<file path="config.mk">
export PLATFORM = sky130hd
export DESIGN_NAME = gate_test_seq
export DESIGN_NICKNAME = d
export VERILOG_FILES = /design/src/rtl/gate_test_pkg.sv /design/src/rtl/sync_2ff.sv /design/src/rtl/gate_test_seq.sv
export SDC_FILE = /design/constraint.sdc
export NUM_CORES = 1
export LEC_CHECK = 0
export CAP_MARGIN = 40
export CELL_PAD_IN_SITES_DETAIL_PLACEMENT = 1
export CELL_PAD_IN_SITES_GLOBAL_PLACEMENT = 2
export CORE_AREA = 2 2 99 53
export DETAILED_ROUTE_END_ITERATION = 6
export DIE_AREA = 0 0 101 55
export PLACE_DENSITY = 0.63
export SYNTH_ARGS = -nofsm -noshare
export SYNTH_HDL_FRONTEND = slang
export SYNTH_HIERARCHICAL = 1
export SYNTH_SLANG_ARGS = --single-unit
</file>
<file path="constraint.sdc">
create_clock -name sys_clk -period 2.5 [get_ports sys_clk]
set_clock_uncertainty 0.15 [all_clocks]
set_input_delay 0.5 -clock sys_clk [delete_from_list [all_inputs] [get_ports sys_clk]]
set_output_delay 0.5 -clock sys_clk [all_outputs]
set_load 0.02 [all_outputs]
</file>
<file path="src/rtl/gate_test_pkg.sv">
// -----------------------------------------------------------------------------
// gate_test_pkg
// Shared definitions for the 2-input gate test sequencer.
//   - FSM state encoding (IDLE/SETTLE/SAMPLE/DONE) and the matching enum type.
//   - Expected truth tables for common gates, indexed by {A,B}
//     (bit 0 = A0 B0, bit 3 = A1 B1).
//   - tt_lookup(): looks up the expected output for a given input vector.
// -----------------------------------------------------------------------------
package gate_test_pkg;

   // State encoding
   localparam logic [1:0] IDLE   = 2'd0;
   localparam logic [1:0] SETTLE = 2'd1;
   localparam logic [1:0] SAMPLE = 2'd2;
   localparam logic [1:0] DONE   = 2'd3;

   typedef enum logic [1:0] {
      ST_IDLE   = IDLE,
      ST_SETTLE = SETTLE,
      ST_SAMPLE = SAMPLE,
      ST_DONE   = DONE
   } state_t;

   // Truth tables, bit index = {A,B}
   localparam logic [3:0] TT_AND  = 4'b1000;
   localparam logic [3:0] TT_OR   = 4'b1110;
   localparam logic [3:0] TT_XOR  = 4'b0110;
   localparam logic [3:0] TT_NAND = 4'b0111;
   localparam logic [3:0] TT_NOR  = 4'b0001;

   // Expected gate output for input vector ab = {A,B}
   function automatic logic tt_lookup(input logic [3:0] tt, input logic [1:0] ab);
      return tt[ab];
   endfunction

endpackage

</file>
<file path="src/rtl/sync_2ff.sv">
// -----------------------------------------------------------------------------
// sync_2ff
// Single-bit two-flop synchroniser for bringing an asynchronous or off-chip
// signal into the i_clk domain. Both stages reset to 0.
// Ports:
//   i_clk    : destination clock, rising edge
//   i_rst_n  : asynchronous active-low reset
//   i_d      : asynchronous input
//   o_q      : synchronised output, two cycles of latency
// -----------------------------------------------------------------------------
module sync_2ff (
   input  logic i_clk,
   input  logic i_rst_n,
   input  logic i_d,
   output logic o_q
);

   logic r_meta;
   logic r_sync;

   always_ff @(posedge i_clk or negedge i_rst_n) begin
      if (!i_rst_n) begin
         r_meta <= 1'b0;
         r_sync <= 1'b0;
      end else begin
         r_meta <= i_d;
         r_sync <= r_meta;
      end
   end

   assign o_q = r_sync;

endmodule

</file>
<file path="src/rtl/gate_test_seq.sv">
// -----------------------------------------------------------------------------
// gate_test_seq
// Self-checking sequencer for a 2-input combinational gate. On a start pulse it
// drives {A,B} = 00,01,10,11 in turn, holds each vector for a settle period,
// samples the gate output and compares it with the EXP_TT truth table.
//
// Parameters:
//   SETTLE_CYC : cycles each vector is held before sampling (1..255)
//   EXP_TT     : expected output indexed by {A,B}, default AND
//   CNT_W      : settle counter width
//
// Ports:
//   sys_clk    in   system clock, rising edge
//   sys_rst_n  in   asynchronous active-low reset
//   start      in   single-cycle request to run one sweep (ignored when busy)
//   gate_y     in   output of the gate under test
//   gate_a     out  A input of the gate under test (registered)
//   gate_b     out  B input of the gate under test (registered)
//   busy       out  high from the start edge until the cycle before done
//   done       out  one-cycle pulse at the end of the sweep
//   pass       out  1 when no vector mismatched; valid from done to next start
//   fail_vec   out  bit k set if vector k mismatched
//   err_cnt    out  number of mismatching vectors (0..4)
//
// Build option:
//   GATE_Y_SYNC_EN : gate_y passes through a 2-flop synchroniser before the
//                    comparison; the settle period grows by 2 cycles to cover
//                    the synchroniser latency.
// -----------------------------------------------------------------------------
module gate_test_seq
   import gate_test_pkg::*;
#(
   parameter int         SETTLE_CYC = 4,
   parameter logic [3:0] EXP_TT     = TT_AND,
   parameter int         CNT_W      = 8
) (
   input  logic       sys_clk,
   input  logic       sys_rst_n,
   input  logic       start,
   input  logic       gate_y,
   output logic       gate_a,
   output logic       gate_b,
   output logic       busy,
   output logic       done,
   output logic       pass,
   output logic [3:0] fail_vec,
   output logic [2:0] err_cnt
);

   // Last counter value spent in SETTLE before moving to SAMPLE.
`ifdef GATE_Y_SYNC_EN
   localparam int SETTLE_LAST = SETTLE_CYC + 1;
`else
   localparam int SETTLE_LAST = SETTLE_CYC - 1;
`endif
   localparam logic [CNT_W-1:0] CNT_LAST = CNT_W'(SETTLE_LAST);

   state_t           r_state;
   logic [1:0]       r_idx;
   logic [CNT_W-1:0] r_cnt;
   logic [1:0]       r_ab;
   logic             r_busy;
   logic             r_done;
   logic             r_pass;
   logic [3:0]       r_fail_vec;
   logic [2:0]       r_err_cnt;

   logic             w_y;
   logic             w_mis;

   // Gate output as seen by the comparator
`ifdef GATE_Y_SYNC_EN
   sync_2ff u_sync_y (
      .i_clk   (sys_clk),
      .i_rst_n (sys_rst_n),
      .i_d     (gate_y),
      .o_q     (w_y)
   );
`else
   assign w_y = gate_y;
`endif

   assign w_mis = (w_y != tt_lookup(EXP_TT, r_idx));

   always_ff @(posedge sys_clk or negedge sys_rst_n) begin
      if (!sys_rst_n) begin
         r_state    <= ST_IDLE;
         r_idx      <= 2'd0;
         r_cnt      <= '0;
         r_ab       <= 2'b00;
         r_busy     <= 1'b0;
         r_done     <= 1'b0;
         r_pass     <= 1'b0;
         r_fail_vec <= 4'b0000;
         r_err_cnt  <= 3'd0;
      end else begin
         case (r_state)
            ST_IDLE: begin
               r_done <= 1'b0;
               if (start) begin
                  r_state    <= ST_SETTLE;
                  r_idx      <= 2'd0;
                  r_ab       <= 2'b00;
                  r_cnt      <= '0;
                  r_fail_vec <= 4'b0000;
                  r_err_cnt  <= 3'd0;
                  r_pass     <= 1'b0;
                  r_busy     <= 1'b1;
               end
            end

            ST_SETTLE: begin
               // Counter free-runs here; it is re-zeroed when the next vector
               // is launched, so any wrap past CNT_LAST is never observed.
               r_cnt <= r_cnt + 1'b1;
               if (r_cnt == CNT_LAST) begin
                  r_state <= ST_SAMPLE;
               end
            end

            ST_SAMPLE: begin
               if (w_mis) begin
                  r_fail_vec[r_idx] <= 1'b1;
                  r_err_cnt         <= r_err_cnt + 3'd1;
               end
               if (r_idx != 2'd3) begin
                  r_idx   <= r_idx + 2'd1;
                  r_ab    <= r_idx + 2'd1;
                  r_cnt   <= '0;
                  r_state <= ST_SETTLE;
               end else begin
                  // Final vector: the registered fail_vec does not yet include
                  // this vector's result, so fold w_mis in explicitly.
                  r_state <= ST_DONE;
                  r_busy  <= 1'b0;
                  r_done  <= 1'b1;
                  r_pass  <= (r_fail_vec == 4'b0000) && !w_mis;
               end
            end

            ST_DONE: begin
               // Vector 11 stays on the gate until the next start.
               r_done  <= 1'b0;
               r_state <= ST_IDLE;
            end

            default: begin
               r_state <= ST_IDLE;
            end
         endcase
      end
   end

   assign gate_a   = r_ab[1];
   assign gate_b   = r_ab[0];
   assign busy     = r_busy;
   assign done     = r_done;
   assign pass     = r_pass;
   assign fail_vec = r_fail_vec;
   assign err_cnt  = r_err_cnt;

endmodule

</file>
# Word-level counts from Yosys, hierarchy flattened
# Index checks and enable logic that the tools add are counted.
[classes] n_mux=28 n_lt_le_gt_ge=2 n_eq_ne=11 bitwise=1 reduce_logical=15 addsub=3
[ops] operator="$pmux 8 s3" count=1
[ops] operator="$mux 8" count=2
[ops] operator="$ne 2x2->1 const B" count=6
[ops] operator="$reduce_and 3->1" count=4
[ops] operator="$mux 2" count=5
[ops] operator="$add 8x1->8 const B" count=1
[ops] operator="$eq 8x2->1 const B" count=1
[ops] operator="$mux 4" count=2
[ops] operator="$pmux 2 s4" count=1
[ops] operator="$pmux 4 s2" count=1
[ops] operator="$mux 1" count=7
[ops] operator="$mux 3" count=2
[ops] operator="$pmux 1 s2" count=3
[ops] operator="$pmux 3 s2" count=1
[ops] operator="$eq 2x2->1 const B" count=2
[ops] operator="$logic_not 4->1" count=1
[ops] operator="$or 4x4->4" count=1
[ops] operator="$pmux 2 s2" count=1
[ops] operator="$reduce_and 2->1" count=2
[ops] operator="$reduce_bool 2->1" count=2
[ops] operator="$add 3x1->3 const B" count=1
[ops] operator="$lt 2x3->1 const B" count=1
[ops] operator="$reduce_bool 3->1" count=1
[ops] operator="$add 2x1->2 const B" count=1
[ops] operator="other kinds (9)" count=10
[totals] wordCells=68 regBits=22 output_inout_bits=12 input_bits=4

# Depth between registers and ports, before layout
# Gate-level depths: netlist (run 1).
[logic_depth] word_depth=7 depth_mapped=8 ltp_nobuf=6

# Least setup slack after synthesis (run 1)
# No wires, ideal clock.
[synth_path] kind="register to register" from="register r_ab[1] (netlist name)" to="register r_err_cnt[0] (netlist: err_cnt[0])" t_required_ps=2225 setup_slack_ps=666 synth_period_minus_slack_ps=1834 n_path_buf=0 stages_incl_launch_ff=5 t_arrival_ps=1558 setup_time_ps=125 cell_sequence="dfrtp_1 ha_1 xnor2_1 a21oi_2 mux2_4"
[synth_rtl] element="end signal, assigned" line_no="gate_test_seq.sv:124" text="r_err_cnt <= r_err_cnt + 3'd1;"
[synth_rtl] element="end, declared" line_no="gate_test_seq.sv:66" text="logic [2:0] r_err_cnt;"

# Worst setup path after layout (run 1)
[layout_path] from="register r_state[0]" to="register r_pass (netlist: pass)"
[layout_between] elab_chain_cells=3 elab_cells_between_ends=7 classes_between="eq/ne (3); mux (1); reduce/logical (3)"
[layout_rtl] element="start, declared" line_no="gate_test_seq.sv:58" text="state_t r_state;"
[layout_rtl] element="start signal, assigned" line_no="gate_test_seq.sv:87" text="r_state <= ST_IDLE;"
[layout_rtl] element="start signal, assigned" line_no="gate_test_seq.sv:101" text="r_state <= ST_SETTLE;"
[layout_rtl] element="start signal, assigned" line_no="gate_test_seq.sv:117" text="r_state <= ST_SAMPLE;"
[layout_rtl] element="$eq 2x2->1 / $logic_not 2->1 (equally long branches)" line_no="gate_test_seq.sv:97" text="case (r_state)"
[layout_rtl] element="$ne 2x2->1 (no line) / $reduce_bool 2->1 (equally long branches)"
[layout_rtl] element="$reduce_and 3->1 (no line)"
[layout_rtl] element="end signal, assigned" line_no="gate_test_seq.sv:137" text="r_pass <= (r_fail_vec == 4'b0000) && !w_mis;"
[layout_rtl] element="end, declared" line_no="gate_test_seq.sv:64" text="logic r_pass;"
# Parallel ways exist; a longest one is shown, timed or not.
# A chain may end at the register's enable or synchronous reset.

==> results of run 1 <==
==> per-stage QoR <==
step,setup slack (ns),utilization
5_1_grt,0.108,0.334
4_1_cts,0.312,0.334
3_3_place_gp,0.300,0.319
6_report,0.307,0.334
2_1_floorplan,0.666,-
3_5_place_dp,0.243,0.319
==> cell families (layout without fill, tap and decap cells) <==
group / after synthesis / after routing / share of synthesized area
adders and majority gates: 11 / 11 / 0.108
and+or+nand+nor: 56 / 56 / 0.253
xor gates and xnor gates: 1 / 1 / 0.00686
buffers and inverters: 9 / 28 / 0.0314
DFF: 22 / 22 / 0.431
AOI/OAI and AO/OA: 27 / 27 / 0.134
muxes: 4 / 4 / 0.0353
==> sequential cells by signal, indices dropped and copies added, names as in the netlist <==
register	count
r_cnt	8
fail_vec	4
err_cnt	3
r_ab	2
r_state	2
busy	1
done	1
pass	1
==> how the worst max path moves through the flow <==
stage	start	endpoint	slack, ns	depth (start not counted)
after global routing	r_state[0]	pass	0.11	6
after detailed placement	start	r_cnt[7]	0.24	5
after CTS	r_state[0]	pass	0.31	6
after global placement	start	r_cnt[7]	0.30	5
after floorplan	r_ab[1]	err_cnt[0]	0.67	4
final	r_state[0]	pass	0.31	6
==> report_power, final <==
group          leakage, nW  switching (mW)  internal, mW
sequential           0.288           0.111         0.457
clock               0.0357           0.130         0.214
combinational        0.377           0.501         0.366
total                0.701           0.742          1.04
==> worst max-delay path: stages (launching register included) <==
cell,delay [ns]
sky130_fd_sc_hd__dfrtp_1,0.43
sky130_fd_sc_hd__inv_1,0.14
sky130_fd_sc_hd__ha_1,0.42
sky130_fd_sc_hd__inv_1,0.22
sky130_fd_sc_hd__nor4_1,0.48
sky130_fd_sc_hd__a21oi_1,0.07
sky130_fd_sc_hd__o21ai_0,0.20
==> layer usage <==
metal | share of wire | vias to the layer above | GRT usage
li1 | - | 508 | -
met1 | 0.57 | 500 | 0.204
met2 | 0.40 | 11 | 0.200
met3 | 0.020 | 2 | 0.0314
met4 | 0.0034 | 0 | 0.0405
met5 | 0 | - | 0
==> layout by cell type (no fill, tap or decap), types with 3 or more instances in the layout <==
cell type and instances:
sky130_fd_sc_hd__dfrtp_1 22, sky130_fd_sc_hd__or4b_1 3, sky130_fd_sc_hd__nor2_1 6, sky130_fd_sc_hd__a21oi_1 8, sky130_fd_sc_hd__ha_1 11, sky130_fd_sc_hd__nand2_1 20, sky130_fd_sc_hd__buf_4 3, sky130_fd_sc_hd__clkdlybuf4s50_1 15
sky130_fd_sc_hd__inv_1 6, sky130_fd_sc_hd__nand3b_1 3, sky130_fd_sc_hd__nand3_1 9, sky130_fd_sc_hd__clkbuf_8 3, sky130_fd_sc_hd__o21ai_0 9, sky130_fd_sc_hd__mux2i_1 3
==> area by class of cell <==
type | instances | area share
Timing Repair Buffer | 18 | 0.109
Multi-Input combinational cell | 99 | 0.435
Tap cell | 60 | 0.0476
Clock inverter | 1 | 0.0190
Sequential cell | 22 | 0.349
Clock buffer | 3 | 0.0262
Inverter | 6 | 0.0143
==> key figures, run 1 <==
Outcome
  – Run status: completed

Yosys
  – Top flip-flop cell by instance count after synthesis: sky130_fd_sc_hd__dfrtp_1
  – Yosys cell types: 35
  – Most frequent cells after synthesis: sky130_fd_sc_hd__dfrtp_1 (22), sky130_fd_sc_hd__nand2_1 (20), sky130_fd_sc_hd__ha_1 (11)
  – Post-synthesis sequential element count: 22
  – Syn Nets: about 150
  – Count of warnings emitted by yosys: 6
  – Number of instances in the synthesized netlist: 130
  – Cell with the most instances after synthesis: sky130_fd_sc_hd__dfrtp_1
  – FFs w/ async S/R, synth: 1.00
  – Syn Area/Cell: 9.82 um2
  – Top cell type by total area after synthesis: sky130_fd_sc_hd__dfrtp_1
  – Area contributors post-synth: sky130_fd_sc_hd__dfrtp_1 (43%), sky130_fd_sc_hd__ha_1 (11%), sky130_fd_sc_hd__nand2_1 (5.9%), sky130_fd_sc_hd__nand3_1 (3.5%), sky130_fd_sc_hd__o21ai_0 (3.5%)
  – Netlist Area Pre-Place: 0.00128 mm2
  – Number of flops mapped to enable cells by yosys: 0
  – Synth top area share: 0.431
  – Sequential-to-total area share from yosys stat: 0.431

Drt
  – Number of vias after detailed routing: around 1,000
  – Routed wire length per instance: 15.6 um
  – Routed wire length: around 3300 um
  – Detail Route Antenna Nets: 0
  – Starting DRT DRC Count: 36
  – Via count normalized by instance count: 4.89
  – Number of iterations in the first detailed-routing pass: 4
  – Detailed-route DRC error count: 0

Min path
  – Kind of path behind the tightest hold check: reg2reg
  – Number of instances on the worst hold path: 1
  – Hold Path Origin: r_state[1]
  – Capture endpoint of the worst hold path: r_state[1]

Floorplanning
  – Area enclosed by the die boundary: 0.00556 mm2
  – Placeable core region: 0.00473 mm2
  – Total number of placement rows: 18
  – Count of boundary I/O pins: 16
  – Initial cell density of the core: 0.270
  – Die outline height: 55 um
  – Width of the die: between 100 and 150 um

Timing
  – Slew HR: 0.658
  – Transition at the pin with the smallest max-transition slack: 0.513 ns
  – Final Hold Violating Endpoints: 0
  – Max-slew violations: 0
  – Shortest clock period the worst path allows after layout: about 2.2 ns
  – Maximum frequency from static timing analysis: 456 MHz
  – Hold Slack: 0.372 ns
  – Setup total negative slack: 0 ns
  – Final worst-path cycle share: 0.877
  – RSZ-0062 raised after global routing: false
  – Count of final setup violators: 0

Final layout
  – Number of nets in the finished design: ~170
  – Fraction of layout cells with a size suffix above 1: 0.0872
  – Area overhead of the layout relative to synthesis: 23.6%
  – Final design instance area without fill: ~0.0016 mm2
  – Number of cells in the finished layout apart from fillers: 209
  – Area taken by flip-flops and latches: ~550 um2
  – Area occupied by multi-input gates: 686 um2
  – Final antenna diode count: 0
  – Number of fill cells in the layout: 557

GRT
  – Maximum number of pins on one net before global-route repair: 23
  – Wire length of the first global-routing pass: 5710 um
  – Number of antenna violations at the first check in global routing: 0
  – Vias in the first global route: 1,083
  – Total global-route track usage: 0.138
  – Global route total overflow: 0

Placement
  – Last weighted congestion value of the routability-driven placer: 0.698
  – DPL Wire Length: 2470 um
  – Count of buffers from port buffering: 15
  – Standard cell area after detailed placement: 0.00151 mm2
  – Total placed cells including tap cells: 205

Clocking
  – CTS Buf Count: 3
  – Number of gates resized after cts: 0
  – Clock tree root buffer cell: sky130_fd_sc_hd__clkbuf_8
  – CTS tree: yes
  – Number of buffers on the longest clock path: 2
  – Number of levels in the clock H-tree: 1
  – Clock Sinks: 22
  – Hold buffer count at cts: 0
  – Clock latency reported for the late side of the worst-skew pair: 0.27 ns
  – Worst-path clk slew: around 0.080 ns
  – Setup repair bufs after CTS: 0

Setup path
  – Worst EP arrival: 2.22 ns
  – Worst Reg2Reg Path Length in Cells: 6
  – Worst r2r src: r_state[0]
  – Critical Path Start Type: flop
  – Data required time of the critical path: 2.53 ns
  – Biggest fanout along the worst timing path: 9
  – R2R Setup Slk: 0.31 ns
  – Crit end category: flop
  – Kind of critical path: reg2reg
  – Endpoint of the lowest-slack register-to-register path: pass

Flow run
  – Max capacitance violation total: 0

Pwr
  – Power Density: 1130 mW/mm2
  – VDD IR max: 488 uV
  – Total power: 1.78 mW
  – Lkg Pwr: 0.701 nW
Note: power is estimated with default switching activity, not from simulation.
==> run 2, diff against run 1 <==
SYNTH_HIERARCHICAL = not set   (was 1)
==> results of run 2 <==
The final DEF is identical to that of run 1; final timing and power are the same.
Main changes from that run: Yosys warning count 6 -> 0
==> run 3, diff against run 2 <==
ABC_AREA = 0   (was not set)
==> results of run 3 <==
The final DEF is identical to that of run 1; final timing and power are the same.
Main changes from that run: Yosys warning count 6 -> 0
